## src/rtl/video_pattern_gen.sv

```systemverilog
// Raster timing generator with four selectable test patterns.
// Outputs are the source end of the vs/de/RGB888 stream.
module video_pattern_gen #(
  parameter int unsigned H_ACTIVE  = 1280,
  parameter int unsigned H_FP      = 110,
  parameter int unsigned H_SYNC    = 40,
  parameter int unsigned H_BP      = 220,
  parameter int unsigned V_ACTIVE  = 720,
  parameter int unsigned V_FP      = 5,
  parameter int unsigned V_SYNC    = 5,
  parameter int unsigned V_BP      = 20,
  parameter bit          SYNC_POL  = 1'b1,
  parameter int unsigned CHK_SHIFT = 5
) (
  input  logic        i_clk,
  input  logic        i_rst,
  input  logic        i_en,
  input  logic [1:0]  i_pattern_sel,
  input  logic [23:0] i_solid_rgb,
  output logic        o_hs,
  output logic        o_vs,
  output logic        o_de,
  output logic [23:0] o_data,
  output logic        o_frame_start
);

  localparam int unsigned H_TOTAL = H_ACTIVE + H_FP + H_SYNC + H_BP;
  localparam int unsigned V_TOTAL = V_ACTIVE + V_FP + V_SYNC + V_BP;

  // x must be at least 8 bits for the ramp and cover the checker bit.
  localparam int unsigned HW_CLOG = $clog2(H_TOTAL);
  localparam int unsigned HW_MIN  = (CHK_SHIFT + 1 > 8) ? CHK_SHIFT + 1 : 8;
  localparam int unsigned HW      = (HW_CLOG > HW_MIN) ? HW_CLOG : HW_MIN;
  localparam int unsigned VW_CLOG = $clog2(V_TOTAL);
  localparam int unsigned VW      = (VW_CLOG > CHK_SHIFT) ? VW_CLOG : CHK_SHIFT + 1;

  localparam logic [HW-1:0] H_LAST   = HW'(H_TOTAL - 1);
  localparam logic [HW-1:0] H_ACT_C  = HW'(H_ACTIVE);
  localparam logic [HW-1:0] HS_BEG   = HW'(H_ACTIVE + H_FP);
  localparam logic [HW-1:0] HS_END   = HW'(H_ACTIVE + H_FP + H_SYNC);
  localparam logic [VW-1:0] V_LAST   = VW'(V_TOTAL - 1);
  localparam logic [VW-1:0] V_ACT_C  = VW'(V_ACTIVE);
  localparam logic [VW-1:0] VS_BEG   = VW'(V_ACTIVE + V_FP);
  localparam logic [VW-1:0] VS_END   = VW'(V_ACTIVE + V_FP + V_SYNC);

  localparam int unsigned  BAR_W    = H_ACTIVE / 8;
  localparam int unsigned  BCW      = (BAR_W > 1) ? $clog2(BAR_W) : 1;
  localparam logic [BCW-1:0] BAR_LAST = BCW'(BAR_W - 1);

  logic [HW-1:0]  h_cnt_r;
  logic [VW-1:0]  v_cnt_r;
  logic [BCW-1:0] bar_cnt_r;
  logic [2:0]     bar_idx_r;
  logic [1:0]     pat_r;

  logic           first_s;
  logic           active_s;
  logic           hs_s;
  logic           vs_s;
  logic [1:0]     pat_s;
  logic [23:0]    pix_s;

  function automatic logic [23:0] bar_color(input logic [2:0] idx);
    logic [23:0] c;
    case (idx)
      3'd0:    c = 24'hFFFFFF;
      3'd1:    c = 24'hFFFF00;
      3'd2:    c = 24'h00FFFF;
      3'd3:    c = 24'h00FF00;
      3'd4:    c = 24'hFF00FF;
      3'd5:    c = 24'hFF0000;
      3'd6:    c = 24'h0000FF;
      3'd7:    c = 24'h000000;
      default: c = 24'h000000;
    endcase
    return c;
  endfunction

  assign first_s  = (h_cnt_r == '0) && (v_cnt_r == '0);
  // The selector is honoured on the (0,0) pixel itself, then held for the frame.
  assign pat_s    = first_s ? i_pattern_sel : pat_r;
  assign active_s = (h_cnt_r < H_ACT_C) && (v_cnt_r < V_ACT_C);
  assign hs_s     = (h_cnt_r >= HS_BEG) && (h_cnt_r < HS_END);
  assign vs_s     = (v_cnt_r >= VS_BEG) && (v_cnt_r < VS_END);

  // Pixel colour for the current counter position.
  always_comb begin
    pix_s = 24'h000000;
    case (pat_s)
      2'd0:    pix_s = bar_color(bar_idx_r);
      2'd1:    pix_s = {3{h_cnt_r[7:0]}};
      2'd2:    pix_s = (h_cnt_r[CHK_SHIFT] ^ v_cnt_r[CHK_SHIFT]) ? 24'h000000 : 24'hFFFFFF;
      2'd3:    pix_s = i_solid_rgb;
      default: pix_s = 24'h000000;
    endcase
  end

  // Raster counters, bar tracking and per-frame pattern latch.
  always_ff @(posedge i_clk or posedge i_rst) begin
    if (i_rst) begin
      h_cnt_r   <= '0;
      v_cnt_r   <= '0;
      bar_cnt_r <= '0;
      bar_idx_r <= 3'd0;
      pat_r     <= 2'd0;
    end else if (!i_en) begin
      h_cnt_r   <= '0;
      v_cnt_r   <= '0;
      bar_cnt_r <= '0;
      bar_idx_r <= 3'd0;
      pat_r     <= pat_r;
    end else begin
      pat_r <= pat_s;
      if (h_cnt_r == H_LAST) begin
        h_cnt_r   <= '0;
        bar_cnt_r <= '0;
        bar_idx_r <= 3'd0;
        v_cnt_r   <= (v_cnt_r == V_LAST) ? '0 : v_cnt_r + VW'(1);
      end else begin
        h_cnt_r <= h_cnt_r + HW'(1);
        v_cnt_r <= v_cnt_r;
        if (h_cnt_r < H_ACT_C) begin
          if (bar_cnt_r == BAR_LAST) begin
            bar_cnt_r <= '0;
            bar_idx_r <= bar_idx_r + 3'd1;
          end else begin
            bar_cnt_r <= bar_cnt_r + BCW'(1);
            bar_idx_r <= bar_idx_r;
          end
        end else begin
          bar_cnt_r <= bar_cnt_r;
          bar_idx_r <= bar_idx_r;
        end
      end
    end
  end

  // Registered video outputs, one cycle behind the counters.
  always_ff @(posedge i_clk or posedge i_rst) begin
    if (i_rst) begin
      o_hs          <= ~SYNC_POL;
      o_vs          <= ~SYNC_POL;
      o_de          <= 1'b0;
      o_data        <= 24'h000000;
      o_frame_start <= 1'b0;
    end else if (!i_en) begin
      o_hs          <= ~SYNC_POL;
      o_vs          <= ~SYNC_POL;
      o_de          <= 1'b0;
      o_data        <= 24'h000000;
      o_frame_start <= 1'b0;
    end else begin
      o_hs          <= hs_s ~^ SYNC_POL;
      o_vs          <= vs_s ~^ SYNC_POL;
      o_de          <= active_s;
      o_data        <= active_s ? pix_s : 24'h000000;
      o_frame_start <= first_s;
    end
  end

endmodule

```

## config.mk

```make
export PLATFORM = sky130hd
export DESIGN_NAME = video_pattern_gen
export DESIGN_NICKNAME = d
export VERILOG_FILES = /design/src/rtl/video_pattern_gen.sv
export SDC_FILE = /design/constraint.sdc
export NUM_CORES = 1
export LEC_CHECK = 0
export ABC_AREA = 1
export CAP_MARGIN = 20
export CORE_MARGIN = 3
export CORE_UTILIZATION = 35
export CTS_BUF_LIST = sky130_fd_sc_hd__clkbuf_8
export CTS_CLUSTER_DIAMETER = 150
export DETAILED_ROUTE_END_ITERATION = 7
export HOLD_SLACK_MARGIN = 0.06
export SYNTH_ARGS = -nofsm -noshare
export SYNTH_HDL_FRONTEND = slang
export SYNTH_SLANG_ARGS = --single-unit
export TNS_END_PERCENT = 10
```

## constraint.sdc

```tcl
create_clock -name i_clk -period 2.1 [get_ports i_clk]
set_input_delay 0.315 -clock i_clk [delete_from_list [all_inputs] [get_ports i_clk]]
set_output_delay 0.315 -clock i_clk [all_outputs]
set_load 0.01 [all_outputs]
```

==> summary.txt, run 1 <==
Run status
  • Status: completed

CTS
  • Clk buf depth: 2
  • Clk Latency, worst-skew pair: 340 ps
  • TritonCTS clock tree: yes
  • CTS sink cnt: 62
  • Worst-path clk slew: 80 ps
  • CTS root buf: clkbuf_8
  • H-tree depth: 3
  • CTS buffer count: 9

Logic synthesis
  • Avg Cell Area, Syn: 7.71 um2
  • Top area cells in the synthesized netlist: dfrtp_1, nand2_1, nand3_1
  • Compound-Gate Fraction of Synth Area: 7.39%
  • Area leader, netlist: dfrtp_1
  • Simple-gate share of the synthesized area: 34.3%
  • Post-Syn Nets: 485
  • Post-Synth Adder-Cell Area: 3.64%
  • Top-area cell type share of the netlist area: 45.1%
  • Synthesized instance count: 446
  • Register area share after synthesis: 45.1%
  • Synthesized area: 3440 um2
  • Main combinational cell family by area after synthesis: simple AND/OR/NAND/NOR gates
  • Synth Area in XOR/XNOR: 1.27%
  • Synth unique cells: 28
  • Mux cell area share after synthesis: 0%
  • Warnings from Yosys: 0
  • Synth Register Bits: 62

STA
  • Final Skew: 13.8 ps
  • Relative slew slack: 71.1%
  • Slew @ Worst Pin: 429 ps
  • PnR worst setup slack: 131 ps
  • RSZ-0062 raised after global routing: true
  • Max Fclk: 508 MHz
  • Final hold vios: 0
  • Min Tclk post-route: 1970 ps
  • # setup viols final: 0
  • Final hold slack: 354 ps
  • Fin crit share: 93.8%
  • Slew Viols, Final: 0

Power and ir drop
  • Peak VDD IR: 347 uV
  • Combinational share of power: 27.2%
  • Switch Pwr: 1.09 mW
  • P_int: 2.65 mW
  • Switching share of power: 29.1%
  • Pwr Total: 3.73 mW
  • Clock power frac: 35.9%
  • Sequential share of power: 36.9%
  • Static leakage: 2.20 nW
  • Cell Pwr Density: 824 nW/um2

Route
  • Overall routed net length: 8.75 mm
  • Final ANT Viol Nets: 0
  • Detailed Routing Iterations Pass 1: 4
  • Via count: 3120
  • Wire per inst: 13.4 um
  • DRC: 0
  • Vias per cell: 4.79
  • Iter 0 DRT Violations: 128

Min path
  • Worst hold path type: in -> async

Worst setup path
  • CP arrival: 2230 ps
  • Reg-to-reg endpoint: o_data[12]
  • CP most frequent cell: nor2_1
  • CP peak stage delay: 380 ps
  • Crit path max-delay family: simple AND/OR/NAND/NOR gates
  • Worst EP required: 2370 ps
  • Critical path class: reg -> reg
  • Reg2Reg Depth: 13
  • Kind of end point of the critical path: register
  • CP bufs+invs: 3
  • Worst R2R Setup Slack: 130 ps
  • Critical path fanouts, max: 21
  • Startpoint class of the critical path: register
  • Reg2reg start: h_cnt_r[1]
  • CP max-delay cell: dfrtp_1
  • Crit-path cells: inv_1, ha_1, inv_1, nor2_1, nand2_1, nor2_4, nand3_2, nand2_2, nand2_4, o21ai_2, buf_12, nor2_1, nor2_1

Layout
  • Layout Cells excl Fill: 651
  • ANT cells: 0
  • Synthesis-to-layout area growth: 31.8%
  • NumNets Final: 556
  • Area of the multi-input gates: 1640 um2
  • Share of post-route cells with drive strength above 1: 13.6%
  • Final Util: 48.3%
  • Fillers: 958
  • Sequential Area: 1550 um2

Floorplan
  • Die height: 105 um
  • I/O pin count: 57
  • Initial Util: 36.7%
  • Core Box Area: 9370 um2
  • Die Width: 105 um
  • DIE AREA: 11000 um2
  • Num rows: 35

Global routing
  • Vias in the first global route: 3004
  • First-pass GRT wire length: 14.9 mm
  • Initial antenna violation count: 0
  • Grt ovf: 0
  • Total GRT Usage: 16.6%
  • Largest net degree at the start of global routing: 63

Flow run
  • Max-Cap Viols: 0

Place
  • Inst Count DP: 633
  • Routability cong.: 0.857
  • Pre-CTS setup slack: 14.6 ps
  • Port bufs: 56
  • Post-DP HPWL: 6.43 mm
==> metal layers <==
metal	up-vias	track usage (%)	part of all wire (%)
met5	-	0	0
met4	0	5.44	1.4
met3	12	4.20	6.5
met2	111	25.1	44
met1	1414	23.1	48
li1	1583	-	-
==> sequential cells by signal (all words and copies together), names as in the netlist, 2 cells and up <==
name       cells
bar_cnt_r      8
h_cnt_r       11
o_data        24
v_cnt_r       10
bar_idx_r      3
pat_r          2
==> layout make-up <==
class | instances | share of cell area [%]
multi-input combinational | 322 | 36.2
sequential | 62 | 34.3
timing repair buffer | 72 | 16.1
inverter | 50 | 4.14
tap | 129 | 3.56
clock buffer | 11 | 3.34
clock inverter | 5 | 2.32
==> worst min-delay path: stages <==
cell,delay [ps]
clkdlybuf4s50_1,410
inv_2,70
buf_12,290
==> placed cells by master, fill, tap and decap left out, types with 2 or more instances in the layout <==
| cell | synthesis | final |
|---|---|---|
| nand2_1 | 83 | 80 |
| nor2_1 | 70 | 69 |
| dfrtp_1 | 62 | 62 |
| clkdlybuf4s50_1 | 0 | 56 |
| nand3_1 | 53 | 50 |
| inv_1 | 50 | 48 |
| o21ai_0 | 22 | 22 |
| a21oi_1 | 21 | 21 |
| nor2_2 | 16 | 16 |
| buf_4 | 1 | 12 |
| nand4_1 | 11 | 11 |
| clkbuf_8 | 0 | 11 |
| nand2_2 | 7 | 10 |
| ha_1 | 10 | 10 |
| nor3_1 | 8 | 8 |
| nand3_2 | 2 | 5 |
| xor2_1 | 4 | 4 |
| nor4_1 | 4 | 4 |
| buf_12 | 0 | 4 |
| nor2_4 | 2 | 3 |
| bufinv_16 | 0 | 3 |
| inv_2 | 0 | 2 |
| nand2_4 | 1 | 2 |
| clkinvlp_4 | 0 | 2 |
==> repair_timing <==
item	4_1_cts	5_1_grt
hold buffers	0	0
setup endpoints to repair	0	24
resized for setup	0	10
buffers inserted	0	1
==> stage by stage <==
step / instance area [um2] / setup TNS, ps
final: 4530 / 0
after global routing: 4530 / -352
after CTS: 4480 / 0
after detailed placement: 4220 / 0
after global placement: 4220 / 0
after floorplan: 3440 / 0
==> how the worst max path moves through the flow <==
stage | startpoint | end | slack, ps | cells after the start
3_5_place_dp | h_cnt_r[0] | o_data[6] | 10 | 14
2_1_floorplan | i_rst | bar_cnt_r[0] | 240 | 1
5_1_grt | h_cnt_r[0] | o_data[22] | -50 | 13
6_report | h_cnt_r[1] | o_data[12] | 130 | 13
3_3_place_gp | h_cnt_r[0] | o_data[6] | 90 | 13
4_1_cts | h_cnt_r[1] | o_data[6] | 2 | 14
==> power groups by stage <==
stage | logic (mW) | clock network [mW] | registers (mW)
after CTS | 0.996 | 1.36 | 1.38
after detailed placement | 0.993 | 0 | 1.40
after floorplan | 0.535 | 0 | 1.46
final | 1.02 | 1.34 | 1.38
after global placement | 0.983 | 0 | 1.40
after global routing | 1.13 | 1.42 | 1.39
==> cells by family after synthesis <==
kind of cell / Yosys count
flops: 62
xor+xnor: 5
fa+ha+maj: 10
simple gates: 258
buf+inv: 63
compound gates: 48
==> synth_stat cells <==
master    number
a21boi_0       1
a21oi_1       21
a31oi_1        1
and2_1         1
buf_2          6
buf_4          1
buf_6          5
clkbuf_1       1
dfrtp_1       62
ha_1          10
inv_1         50
nand2_1       83
nand2_2        7
nand2_4        1
nand3_1       53
nand3_2        2
nand4_1       11
nor2_1        70
nor2_2        16
nor2_4         2
nor3_1         8
nor4_1         4
o21ai_0       22
o21ai_2        1
o21bai_1       1
o32ai_1        1
xnor2_1        1
xor2_1         4
(Power assumes the default switching activity.)
==> inputs of run 2 (changes only) <==
--- a/config.mk
+++ b/config.mk
@@ -12,6 +12,7 @@
 export CTS_BUF_LIST = sky130_fd_sc_hd__clkbuf_8
 export CTS_CLUSTER_DIAMETER = 150
 export DETAILED_ROUTE_END_ITERATION = 7
+export GPL_TIMING_DRIVEN = 0
 export HOLD_SLACK_MARGIN = 0.06
 export SYNTH_ARGS = -nofsm -noshare
 export SYNTH_HDL_FRONTEND = slang
==> constraint.sdc (replaced) <==
create_clock -name i_clk -period 1.9 [get_ports i_clk]
set_input_delay 0.285 -clock i_clk [delete_from_list [all_inputs] [get_ports i_clk]]
set_output_delay 0.285 -clock i_clk [all_outputs]
set_load 0.01 [all_outputs]
==> summary.txt, run 2 (synthesis gave the netlist of run 1 again) <==
Run status
  • Status: finished with violations
  • Failing checks: negative setup slack

CTS
  • CTS root buf: clkbuf_8
  • Clk buf depth: 2 (unchanged)
  • H-tree depth: 3 (unchanged)
  • Cts hold-fix bufs: 0 (unchanged)
  • TritonCTS clock tree: yes
  • CTS sink cnt: 62 (unchanged)
  • CTS buffer count: 9 (unchanged)
  • Clk Latency, worst-skew pair: 350 ps (about the same)
  • Worst-path clk slew: 80 ps (about the same)

Worst setup path
  • Startpoint class of the critical path: register
  • Kind of end point of the critical path: register
  • Worst EP required: 2170 ps (-200 ps)
  • Reg-to-reg endpoint: o_data[3]
  • Crit path launch: h_cnt_r[0]
  • Critical path class: reg -> reg
  • Reg2reg start: h_cnt_r[0]
  • Worst R2R Setup Slack: -6 ps (-140 ps)
  • Critical path fanouts, max: 6 (-71%)
  • CP arrival: 2170 ps (-60 ps)
  • Reg2Reg Depth: 13 (unchanged)
  • Worst Setup EP: o_data[3]

Floorplan
  • DIE AREA: 11000 um2 (unchanged)
  • I/O pin count: 57 (unchanged)
  • Num rows: 35 (unchanged)
  • Die Width: 105 um (unchanged)
  • Die height: 105 um (unchanged)
  • Initial Util: 36.7% (unchanged)
  • Core Box Area: 9370 um2 (unchanged)

Layout
  • Max reg flops: 24 (unchanged)
  • NumNets Final: 562 (+1.1%)
  • Synthesis-to-layout area growth: 36.3%
  • Largest Register: o_data
  • Largest regs: o_data (24), h_cnt_r (11), v_cnt_r (10)
  • Share of post-route cells with drive strength above 1: 20.3% (+6.7 points)
  • Most frequent cells in the layout: nand2_1, nor2_1, clkdlybuf4s50_1
  • Area of the multi-input gates: 1810 um2 (+10%)
  • Final instance area: 4680 um2 (+3.4%)
  • Commonest non-fill, non-tap cell in the layout: nand2_1
  • ANT cells: 0 (unchanged)
  • Fillers: 919 (-4.1%)
  • Final Util: 50.0% (+1.6 points)
  • Sequential Area: 1560 um2 (+0.56%)

STA
  • Slew Viols, Final: 0 (unchanged)
  • PnR worst setup slack: -6.01 ps (-137 ps)
  • Min Tclk post-route: 1910 ps (-63.0 ps)
  • Max Fclk: 525 MHz (+3.3%)
  • # setup viols final: 3 (+3)
  • Final Skew: 14.0 ps (+0.265 ps)
  • Fin crit share: 100% (+6.6 points)
  • Slew @ Worst Pin: 684 ps (+255 ps)
  • Relative slew slack: 54.3% (-17 points)
  • Final hold slack: 367 ps (+13.3 ps)
  • RSZ-0062 raised after global routing: true
  • Final hold vios: 0 (unchanged)

Global routing
  • Largest net degree at the start of global routing: 33 (-48%)
  • Vias in the first global route: 3067 (+2.1%)
  • Grt ovf: 0 (unchanged)
  • Total GRT Usage: 16.8% (+0.26 points)
  • Initial antenna violation count: 0 (unchanged)
  • First-pass GRT wire length: 14.9 mm (-0.37%)

Route
  • Overall routed net length: 8.93 mm (+2.1%)
  • DRC: 0 (unchanged)
  • Iter 0 DRT Violations: 214 (+67%)
  • Final ANT Viol Nets: 0 (unchanged)
  • Wire per inst: 13.6 um (+1.2%)
  • Detailed Routing Iterations Pass 1: 5 (+1)
  • Via count: 3205 (+2.7%)
  • Vias per cell: 4.88 (+1.8%)

Power and ir drop
  • Cell Pwr Density: 824 nW/um2 (about the same)
  • Sequential share of power: 39.5% (+2.6 points)
  • Clock power frac: 26.1% (-9.8 points)
  • Peak VDD IR: 367 uV (+5.8%)
  • Switching share of power: 32.9% (+3.7 points)
  • Combinational share of power: 34.4% (+7.2 points)
  • Static leakage: 2.22 nW (+0.66%)
  • P_int: 2.59 mW (-2.1%)
  • Switch Pwr: 1.27 mW (+17%)

Place
  • Port bufs: 56 (unchanged)
  • Cell Area, Placed: 4180 um2 (-1.1%)
  • Routability cong.: 0.838 (-2.2%)
  • Post-DP HPWL: 6.49 mm (+0.92%)

Min path
  • Worst hold path type: in -> async

Flow run
  • Max-Cap Viols: 0 (unchanged)
-- run 2: changes by cell type in the layout (fill, tap and decap cells not counted), moves of 4 or more --
| cell | delta |
|---|---|
| nand2_1 | -9 |
| dfrtp_1 | -7 |
| dfrtp_2 | +7 |
| nand3_1 | -7 |
| buf_6 | +6 |
| nand3_4 | +5 |
| nand2_2 | +4 |
| nand2_4 | +4 |
| nor2_1 | -4 |
| nor2_4 | +4 |
-- run 2: area by class of cell --
| class | instances | area share, % |
|---|---|---|
| Timing Repair Buffer | 66 | 14.4 |
| Clock inverter | 6 | 0.641 |
| Buffer | 13 | 2.59 |
| Multi-Input combinational cell | 321 | 38.6 |
| Inverter | 50 | 4.06 |
| Sequential cell | 62 | 33.3 |
| Tap cell | 129 | 3.45 |
| Clock buffer | 10 | 2.94 |
-- run 2: power groups by stage --
stage	clock network, mW	registers (mW)	logic [mW]
floorplan	0	1.61	0.591
global placement	0	1.55	1.08
detailed placement	0	1.55	1.10
CTS	1.06	1.52	1.28
global route	1.11	1.54	1.44
finish	1.01	1.52	1.33
-- run 2: through the flow --
stage                     setup WS (ps)  setup TNS (ps)  total power, mW  cells
final                             -6.01           -7.61             3.86    657
after global routing               -147           -2680             4.09    657
after CTS                         -19.3           -52.0             3.86    654
after detailed placement           -221           -3900             2.65    632
after global placement            -1060          -68790             2.63    631
after floorplan                    73.6               0             2.20    446
-- run 2: layer usage --
metal | wire length [um] | track usage [%] | part of all wire [%]
met5 | 0 | 0 | 0
met4 | 168 | 4.59 | 1.9
met3 | 592 | 5.68 | 6.6
met2 | 4160 | 27.4 | 47
met1 | 4010 | 21.3 | 45
-- run 2: worst min-delay path by stage --
stage | start | endpoint | slack [ps] | cells past startpoint
after floorplan | i_pattern_sel[0] | pat_r[0] | 410 | 2
after global placement | bar_cnt_r[2] | bar_cnt_r[2] | 510 | 2
after detailed placement | bar_cnt_r[0] | bar_cnt_r[0] | 520 | 1
after CTS | i_rst | o_data[13] | 390 | 2
after global routing | i_rst | o_data[13] | 440 | 2
final | i_rst | o_data[13] | 370 | 2
-- run 2: critical path: stages, from the launching register on --
cell and delay (ps):
dfrtp_2 420, inv_2 80, ha_4 130, inv_2 40, nor2_4 120, nand2_2 80, nor2_4 120, nand4_1 160
nand2_4 200, buf_8 150, nand3_2 120, nand2_2 90, nor2_2 30, nor2_1 90
-- run 2: timing repair --
action / in CTS / in global routing
hold endpoints to repair: 0 / 0
pin swaps: 10 / 9
gates resized for setup: 47 / 25
buffers inserted: 4 / 3
endpoints found under the setup margin: 24 / 43
cloned: 2 / 0
